==> src/rtl/flush_controller_pkg.sv <==
// Shared definitions for the mispredict recovery path: state encoding,
// default address width and the hold-counter width helper.
package flush_controller_pkg;

  // Default instruction address width, shared with the predictor and IF.
  localparam int DEFAULT_ADDR_WIDTH = 32;

  // Recovery sequencer state encoding.
  typedef enum logic [1:0] {
    ST_IDLE     = 2'd0,
    ST_DRAIN    = 2'd1,
    ST_FLUSH    = 2'd2,
    ST_REDIRECT = 2'd3
  } flush_state_e;

  // Bits needed to hold values 0..hold-1, never less than one bit.
  function automatic int hold_cnt_width(input int hold);
    int w;
    w = $clog2(hold);
    if (w < 1) begin
      w = 1;
    end else begin
      w = w;
    end
    return w;
  endfunction

endpackage : flush_controller_pkg

==> src/rtl/flush_hold_counter.sv <==
// Down-counter timing the flush hold window. Loaded with FLUSH_HOLD-1 when
// the sequencer enters FLUSH, decremented while the window is still open.
module flush_hold_counter
  import flush_controller_pkg::*;
#(
  parameter int FLUSH_HOLD = 2
) (
  input  logic clk,
  input  logic rst,
  input  logic rdy,
  input  logic load_i,
  input  logic dec_i,
  output logic zero_o
);

  localparam int HOLD_W = hold_cnt_width(FLUSH_HOLD);
  localparam logic [HOLD_W-1:0] LOAD_VAL = HOLD_W'(FLUSH_HOLD - 1);

  logic [HOLD_W-1:0] cnt_q;
  logic [HOLD_W-1:0] cnt_d;

  // Next count: load wins over decrement; everything frozen while rdy is low.
  always_comb begin
    cnt_d = cnt_q;
    if (!rdy) begin
      cnt_d = cnt_q;
    end else if (load_i) begin
      cnt_d = LOAD_VAL;
    end else if (dec_i && (cnt_q != {HOLD_W{1'b0}})) begin
      cnt_d = cnt_q - {{(HOLD_W-1){1'b0}}, 1'b1};
    end else begin
      cnt_d = cnt_q;
    end
  end

  // Hold counter register with asynchronous clear.
  always_ff @(posedge clk or posedge rst) begin
    if (rst) begin
      cnt_q <= {HOLD_W{1'b0}};
    end else begin
      cnt_q <= cnt_d;
    end
  end

  assign zero_o = (cnt_q == {HOLD_W{1'b0}});

endmodule : flush_hold_counter

==> src/rtl/flush_controller.sv <==
// Mispredict recovery sequencer. Stalls commit, waits for committed stores
// to drain, broadcasts flush for a fixed window, then redirects fetch.
// This block is the only driver of the *_flush nets.
module flush_controller
  import flush_controller_pkg::*;
#(
  parameter int ADDR_WIDTH = DEFAULT_ADDR_WIDTH,
  parameter int FLUSH_HOLD = 2,
  parameter int CNT_WIDTH  = 16
) (
  input  logic                  clk,
  input  logic                  rst,
  input  logic                  rdy,
  input  logic                  mispredict,
  input  logic [ADDR_WIDTH-1:0] redirect_addr,
  input  logic                  store_pending,
  input  logic                  redirect_ack,
  output logic                  commit_stall,
  output logic                  if_flush,
  output logic                  lsb_flush,
  output logic                  rob_flush,
  output logic                  rs_flush,
  output logic                  cdb_flush,
  output logic                  register_flush,
  output logic                  if_redirect_valid,
  output logic [ADDR_WIDTH-1:0] if_redirect_addr,
  output logic                  busy,
  output logic                  protocol_err,
  output logic [CNT_WIDTH-1:0]  flush_count
);

  flush_state_e          state_q;
  logic [ADDR_WIDTH-1:0] addr_q;
  logic                  stall_q;
  logic                  flush_q;
  logic                  redir_valid_q;
  logic                  busy_q;
  logic                  err_q;
  logic [CNT_WIDTH-1:0]  count_q;

  logic hold_load;
  logic hold_dec;
  logic hold_zero;

  // Hold counter is loaded on the DRAIN->FLUSH edge and counts down in FLUSH.
  assign hold_load = (state_q == ST_DRAIN) && !store_pending;
  assign hold_dec  = (state_q == ST_FLUSH) && !hold_zero;

  flush_hold_counter #(
    .FLUSH_HOLD (FLUSH_HOLD)
  ) u_hold (
    .clk    (clk),
    .rst    (rst),
    .rdy    (rdy),
    .load_i (hold_load),
    .dec_i  (hold_dec),
    .zero_o (hold_zero)
  );

  // Recovery FSM with Moore outputs registered alongside the state.
  always_ff @(posedge clk or posedge rst) begin
    if (rst) begin
      state_q       <= ST_IDLE;
      addr_q        <= {ADDR_WIDTH{1'b0}};
      stall_q       <= 1'b0;
      flush_q       <= 1'b0;
      redir_valid_q <= 1'b0;
      busy_q        <= 1'b0;
      err_q         <= 1'b0;
      count_q       <= {CNT_WIDTH{1'b0}};
    end else if (rdy) begin
      // A mispredict arriving while a recovery is in flight is a protocol
      // violation; it is dropped and the sticky error raised.
      if (mispredict && (state_q != ST_IDLE)) begin
        err_q <= 1'b1;
      end else begin
        err_q <= err_q;
      end

      case (state_q)
        ST_IDLE: begin
          if (mispredict) begin
            state_q <= ST_DRAIN;
            addr_q  <= redirect_addr;
            stall_q <= 1'b1;
            busy_q  <= 1'b1;
          end else begin
            state_q <= ST_IDLE;
          end
        end

        ST_DRAIN: begin
          if (!store_pending) begin
            state_q <= ST_FLUSH;
            flush_q <= 1'b1;
          end else begin
            state_q <= ST_DRAIN;
          end
        end

        ST_FLUSH: begin
          if (hold_zero) begin
            state_q       <= ST_REDIRECT;
            flush_q       <= 1'b0;
            redir_valid_q <= 1'b1;
          end else begin
            state_q <= ST_FLUSH;
          end
        end

        ST_REDIRECT: begin
          if (redirect_ack) begin
            state_q       <= ST_IDLE;
            redir_valid_q <= 1'b0;
            stall_q       <= 1'b0;
            busy_q        <= 1'b0;
            if (count_q != {CNT_WIDTH{1'b1}}) begin
              count_q <= count_q + {{(CNT_WIDTH-1){1'b0}}, 1'b1};
            end else begin
              count_q <= count_q;
            end
          end else begin
            state_q <= ST_REDIRECT;
          end
        end

        default: begin
          state_q       <= ST_IDLE;
          stall_q       <= 1'b0;
          flush_q       <= 1'b0;
          redir_valid_q <= 1'b0;
          busy_q        <= 1'b0;
        end
      endcase
    end else begin
      state_q <= state_q;
    end
  end

  assign commit_stall      = stall_q;
  assign if_flush          = flush_q;
  assign lsb_flush         = flush_q;
  assign rob_flush         = flush_q;
  assign rs_flush          = flush_q;
  assign cdb_flush         = flush_q;
  assign register_flush    = flush_q;
  assign if_redirect_valid = redir_valid_q;
  // Address is only presented while the redirect request is up.
  assign if_redirect_addr  = redir_valid_q ? addr_q : {ADDR_WIDTH{1'b0}};
  assign busy              = busy_q;
  assign protocol_err      = err_q;
  assign flush_count       = count_q;

endmodule : flush_controller
==> config.mk <==
export PLATFORM = sky130hd
export DESIGN_NAME = flush_controller
export DESIGN_NICKNAME = d
export VERILOG_FILES = /design/src/rtl/flush_controller_pkg.sv /design/src/rtl/flush_hold_counter.sv /design/src/rtl/flush_controller.sv
export SDC_FILE = /design/constraint.sdc
export NUM_CORES = 1
export LEC_CHECK = 0
export BUFFER_PORTS_ARGS = -buffer_cell sky130_fd_sc_hd__buf_2
export CORE_MARGIN = 2
export CORE_UTILIZATION = 44
export DETAILED_ROUTE_END_ITERATION = 7
export PLACE_DENSITY = 0.76
export SYNTH_ARGS = -nofsm -noshare
export SYNTH_HDL_FRONTEND = slang
export SYNTH_SLANG_ARGS = --single-unit
==> constraint.sdc <==
create_clock -name clk -period 1.85 [get_ports clk]
set_clock_uncertainty 0.05 [all_clocks]
set_input_delay 0.555 -clock clk [delete_from_list [all_inputs] [get_ports clk]]
set_output_delay 0.555 -clock clk [all_outputs]
set_load 0.02 [all_outputs]
# Word level (Yosys, flattened, before mapping)
# Index checks and enable logic that the tools add are counted.
[totals]
register_bits = 55
latch_bits = 0
ramBits = 0
romBits = 0
inputBits = 38
out_inout_bits = 58
mem_count = 0
[classes]
addsub = 2
n_mul = 0
div_mod_pow = 0
n_lt_le_gt_ge = 0
n_eq_ne = 8
shifts = 0
mux = 16
bitwise_logic = 0
reduce_logical = 18
[op_table]
columns = ["op", "count"]
rows = [
  ["32-bit two-way mux", 1],
  ["16-bit by 1-bit adder with 16-bit output (second input constant)", 1],
  ["16-bit inequality test (second input constant)", 1],
  ["4-bit AND reduction", 4],
  ["2-bit nonzero test", 5],
  ["1-bit two-way mux", 9],
  ["2-bit inequality test (second input constant)", 4],
  ["2-bit case mux with 4 select lines", 1],
  ["1-bit case mux with 2 select lines", 3],
  ["2-bit == test (second input constant)", 2],
  ["1-bit logical AND", 4],
  ["2-bit two-way mux", 2],
  ["2-bit AND reduction", 2],
  ["3-bit AND reduction", 1],
  ["2-bit by 1-bit == test with 1-bit output (second input constant)", 1],
  ["2-bit zero test", 1],
  ["1-bit zero test", 1],
  ["1-bit subtractor (second input constant)", 1],
]

# Depth between registers and ports, before layout
[depth]
ltp_word = 5
ltp_mapped = 6

# Hierarchy
# From an unflattened synthesis, not the netlist that was laid out.
[hier_totals]
cells_unflattened = 226
hier_area_um2 = 2668.8
[modules_own_cells]
columns = ["module", "n_inst", "cells_each", "area_per_inst_um2"]
rows = [
  ["flush_controller", 1, 221, 2623.8],
  ["flush_hold_counter", 1, 5, 45.0],
]

# Worst setup path after synthesis
# No wires, ideal clock.
[synth_timing]
kind = "flip-flop to flip-flop"
start = "reg count_q[0], in the netlist flush_count[0]"
end = "reg count_q[9], in the netlist flush_count[9]"
setup_time_ns = 0.139
arrival_time_ns = 1.627
slack_ns = 0.034
path_stages_with_launch = 7
path_buffers = 1
period_less_slack_ns = 1.816
path_cell_list = "dfrtp_1 -> ha_1 -> nand3_1 -> nor4_1 -> buf_2 -> nor4b_1 -> xor2_1"
[synth_via]
elab_chain_len = 2
word_cells_on_any_way = 3
cone_classes = "add/sub (1); eq/ne (1); reduce/logical (1)"
[synth_lines]
columns = ["item", "line", "text"]
rows = [
  ["start: declaration", "flush_controller.sv:39", "logic [CNT_WIDTH-1:0] count_q;"],
  ["start signal: assignment", "flush_controller.sv:70", "count_q <= {CNT_WIDTH{1'b0}};"],
  ["start signal: assignment", "flush_controller.sv:118", "count_q <= count_q + {{(CNT_WIDTH-1){1'b0}}, 1'b1};"],
  ["start signal: assignment", "flush_controller.sv:120", "count_q <= count_q;"],
  ["branches (longest 2 deep; another with 16-bit by 1-bit adder with 16-bit output)", "n/a", ""],
]
# Several ways; the timed one is not identified.
# A chain may end at the register's enable or synchronous reset.

# Worst setup path in the final report
[layout_timing]
start = "reg redir_valid_q, in the netlist if_redirect_valid"
end = "out if_redirect_addr[28]"
[layout_via]
elab_chain_len = 1
[layout_lines]
columns = ["item", "line", "text"]
rows = [
  ["start: declaration", "flush_controller.sv:36", "logic redir_valid_q;"],
  ["start signal: assignment", "flush_controller.sv:67", "redir_valid_q <= 1'b0;"],
  ["start signal: assignment", "flush_controller.sv:105", "redir_valid_q <= 1'b1;"],
  ["start signal: assignment", "flush_controller.sv:114", "redir_valid_q <= 1'b0;"],
  ["32-bit two-way mux", "flush_controller.sv:149", "assign if_redirect_addr = redir_valid_q ? addr_q : {ADDR_WIDTH{1'b0}};"],
  ["end: declaration", "flush_controller.sv:26", "output logic [ADDR_WIDTH-1:0] if_redirect_addr,"],
]
# No other way between the ends.

==> metrics.md <==
| Metric | Value |
|---|---|
| CP arrival | 1220 ps |
| Most common cell after layout, fill and taps aside | buf_2 |
| Ant diodes | 0 |
| Max Slew Vio Count | 0 |
| Worst setup EP type | primary output |
| Initial Util | 45.90% |
| Slowest cell on crit path | dfrtp_2 |
| Power per cell area | 1572 nW/um^2 |
| Routed WL per cell | 12.90 um |
| Max Cap Viol | 0 |
| Worst reg2reg endpoint | flush_count[13] |
| CP required | 1240 ps |
| Avg Vias per Cell | 4.829 |
| First-pass GRT wire length | 8259 um |
| Clk buf depth | 2 |
| CTS clk-pin slew, worst paths | 90 ps |
| Initial drt markers | 54 |
| Vias in the first global route | 1,815 |
| CTS tree | done |
| DIE AREA | 6441 um^2 |
| Ys Warns | 0 |
| Pre-Repair DR Iteration Count | 4 |
| Most frequent cells in the layout | 91 x buf_2, 54 x dfrtp_1, 33 x mux2_2 |
| Clock Sinks | 55 |
| Area Overhead vs Synth | 32.47% |
| CTS H-tree lvls | 2 |
| Crit path buf inv count | 2 |
| RSZ-0062 raised after global routing | true |
| Worst slew pin tran | 331.7 ps |
| Fmax | 0.5491 GHz |
| Vias | 1,888 |
| GRT Total Usage | 16.26% |
| Buffers on Ports | 95 |
| R2R depth | 4 |
| Startpoint Class | flip-flop |
| CP startpoint | if_redirect_valid |
| FF-to-FF setup slack | 120 ps |
| Num CTS Buffers | 5 |
| Syn Nets | 252 |
| Layout cells sized above 1 | 52.04% |
| Setup_tns | 0 ps |
| FILL cells | 488 |
| Synth Area per Inst | 12.01 um^2 |
| Reg2reg start | flush_count[6] |
| Final nets | 357 |
| Pleak | 1.731 nW |
| Netlist cell types | 32 |
| Crit Path Max Fanout | 31 |
| Routability Congestion | 0.7664 |
| Sequential cell area | 1378 um^2 |
| Worst hold path type | input port to async pin |
| Root Buffer | clkbuf_8 |
| Antenna violations before repair | 0 |
| Largest net degree at the start of global routing | 56 |
| CORE AREA | 5574 um^2 |
| DP Area | 3208 um^2 |
| Post-Syn Instances | 213 |
| I/O pins | 96 |
| # setup viols final | 0 |
| Hold Violations, Final | 0 |
| Global route overflow | 0 |
| Worst skew pair latency | 300 ps |
| DRC viols | 0 |
| Die H | 80.26 um |
| Crit path cell chain | buf_12 > and2_1 > buf_2 |
| Post-route clock period utilization | 98.43% |
| Final min period | 1821 ps |
| Final wirelength | 5045 um |
| Final instance area | 3390 um^2 |
| Relative slew slack | 77.57% |
| Cell family with the largest share of critical-path delay | flip-flops |
| Crit Path Category | flip-flop to primary output |
| Synth Cell Area | 2559 um^2 |
| Dpl hpwl | 3744 um |
| Standard-cell rows | 27 |
| Slowest stage delay, CP | 440 ps |
| Area of the multi-input gates | 1116 um^2 |
| Seq cells post-synth | 55 |
| Post-DRT Antenna Nets | 0 |
| Status | complete, no violations |
| Die Width | 80.26 um |
| Sequential cell area fraction in the yosys report | 53.79% |
| Maximum resistive drop on vdd | 0.7188 mV |
## flip-flops by register name, summed over array words and instances (netlist names)
register / flops
addr_q: 32
flush_count: 16
state_q: 2
busy: 1
cdb_flush: 1
if_redirect_valid: 1
protocol_err: 1
u_hold.cnt_q: 1
## timing repair
item	4_1_cts	5_1_grt
setup endpoints to repair	32	25
gates resized for setup	2	9
hold buffers	0	0
gates cloned	0	0
pin swaps	0	1
setup buffers	1	2
## worst register-to-register path: cells and delay by family, from the launching register on
| kind | cells | cell delay (ps) |
|---|---|---|
| flops | 1 | 440 |
| simple gates | 3 | 1010 |
| xor+xnor | 1 | 160 |
## synth_stat cells, drive strengths merged
master / number / area share (%)
o21a: 1 / 0.29
nand2b: 2 / 0.49
or4b: 1 / 0.54
nor2: 7 / 1.0
a21o: 1 / 0.29
buf: 12 / 2.9
or3: 1 / 0.24
nor4b: 2 / 0.93
nor3b: 3 / 0.88
nor4: 3 / 1.3
and2: 32 / 7.8
o21ai: 5 / 0.98
nand2: 12 / 1.8
and3: 1 / 0.24
a221o: 1 / 0.39
inv: 2 / 0.29
nor3: 7 / 1.8
mux2i: 1 / 0.39
xor2: 15 / 5.1
mux2: 33 / 15
nand3: 4 / 0.78
nand4: 5 / 1.5
dfrtp: 55 / 54
o21bai: 1 / 0.29
and4: 1 / 0.34
clkbuf: 4 / 0.59
ha: 1 / 0.49
## metrics by stage
stage / std cells / setup slack [ps] / hold slack [ps] / utilization, % / power (W)
global route: 391 / -17.27 / 289.7 / 60.81 / 0.005681
floorplan: 213 / 33.76 / 422.1 / - / 0.003663
detailed placement: 380 / -87.19 / 415.1 / 57.55 / 0.004468
finish: 391 / 28.99 / 273.3 / 60.81 / 0.005327
global placement: 380 / -87.06 / 415.4 / 57.55 / 0.004405
CTS: 389 / 17.66 / 272.8 / 59.98 / 0.005303
## metal layers
metal / vias to the layer above / GRT usage (%) / part of all wire [%]
li1: 934 / - / -
met1: 884 / 20.92 / 45
met2: 66 / 28.08 / 48
met3: 4 / 3.596 / 6.5
met4: 0 / 3.559 / 0.61
met5: - / 0 / 0
## kinds of logic after synthesis
group	synth area share (%)
XOR/XNOR	5.135
AND/OR/NAND/NOR	19.61
multiplexers	14.91
flip-flops	53.79
adder cells (fa/ha/maj)	0.4889
AO/OA/AOI/OAI	2.250
buffers and inverters	3.814
## worst max-delay path by stage
| stage | to | slack [ps] | depth (start not counted) |
|---|---|---|---|
| detailed placement | flush_count[13] | -90 | 5 |
| CTS | if_redirect_addr[1] | 20 | 3 |
| finish | if_redirect_addr[28] | 30 | 3 |
| global placement | flush_count[13] | -90 | 5 |
| floorplan | flush_count[9] | 30 | 6 |
| global route | if_redirect_addr[28] | -20 | 3 |
## cell type report
| type | count | area share, % |
|---|---|---|
| inverters | 2 | 0.3322 |
| multi-input cells | 140 | 32.93 |
| well taps | 72 | 2.658 |
| flip-flops and latches | 55 | 40.64 |
| clock buffers | 6 | 2.436 |
| repair buffers | 114 | 19.97 |
| clock inverters | 2 | 1.034 |
## where the power goes
group | internal [W] | total (W) | switching [W]
registers | 0.00165 | 0.00190 | 0.000248
clock network | 0.000438 | 0.000809 | 0.000371
logic | 0.00121 | 0.00262 | 0.00140
Power figures use the tool's default switching activity.
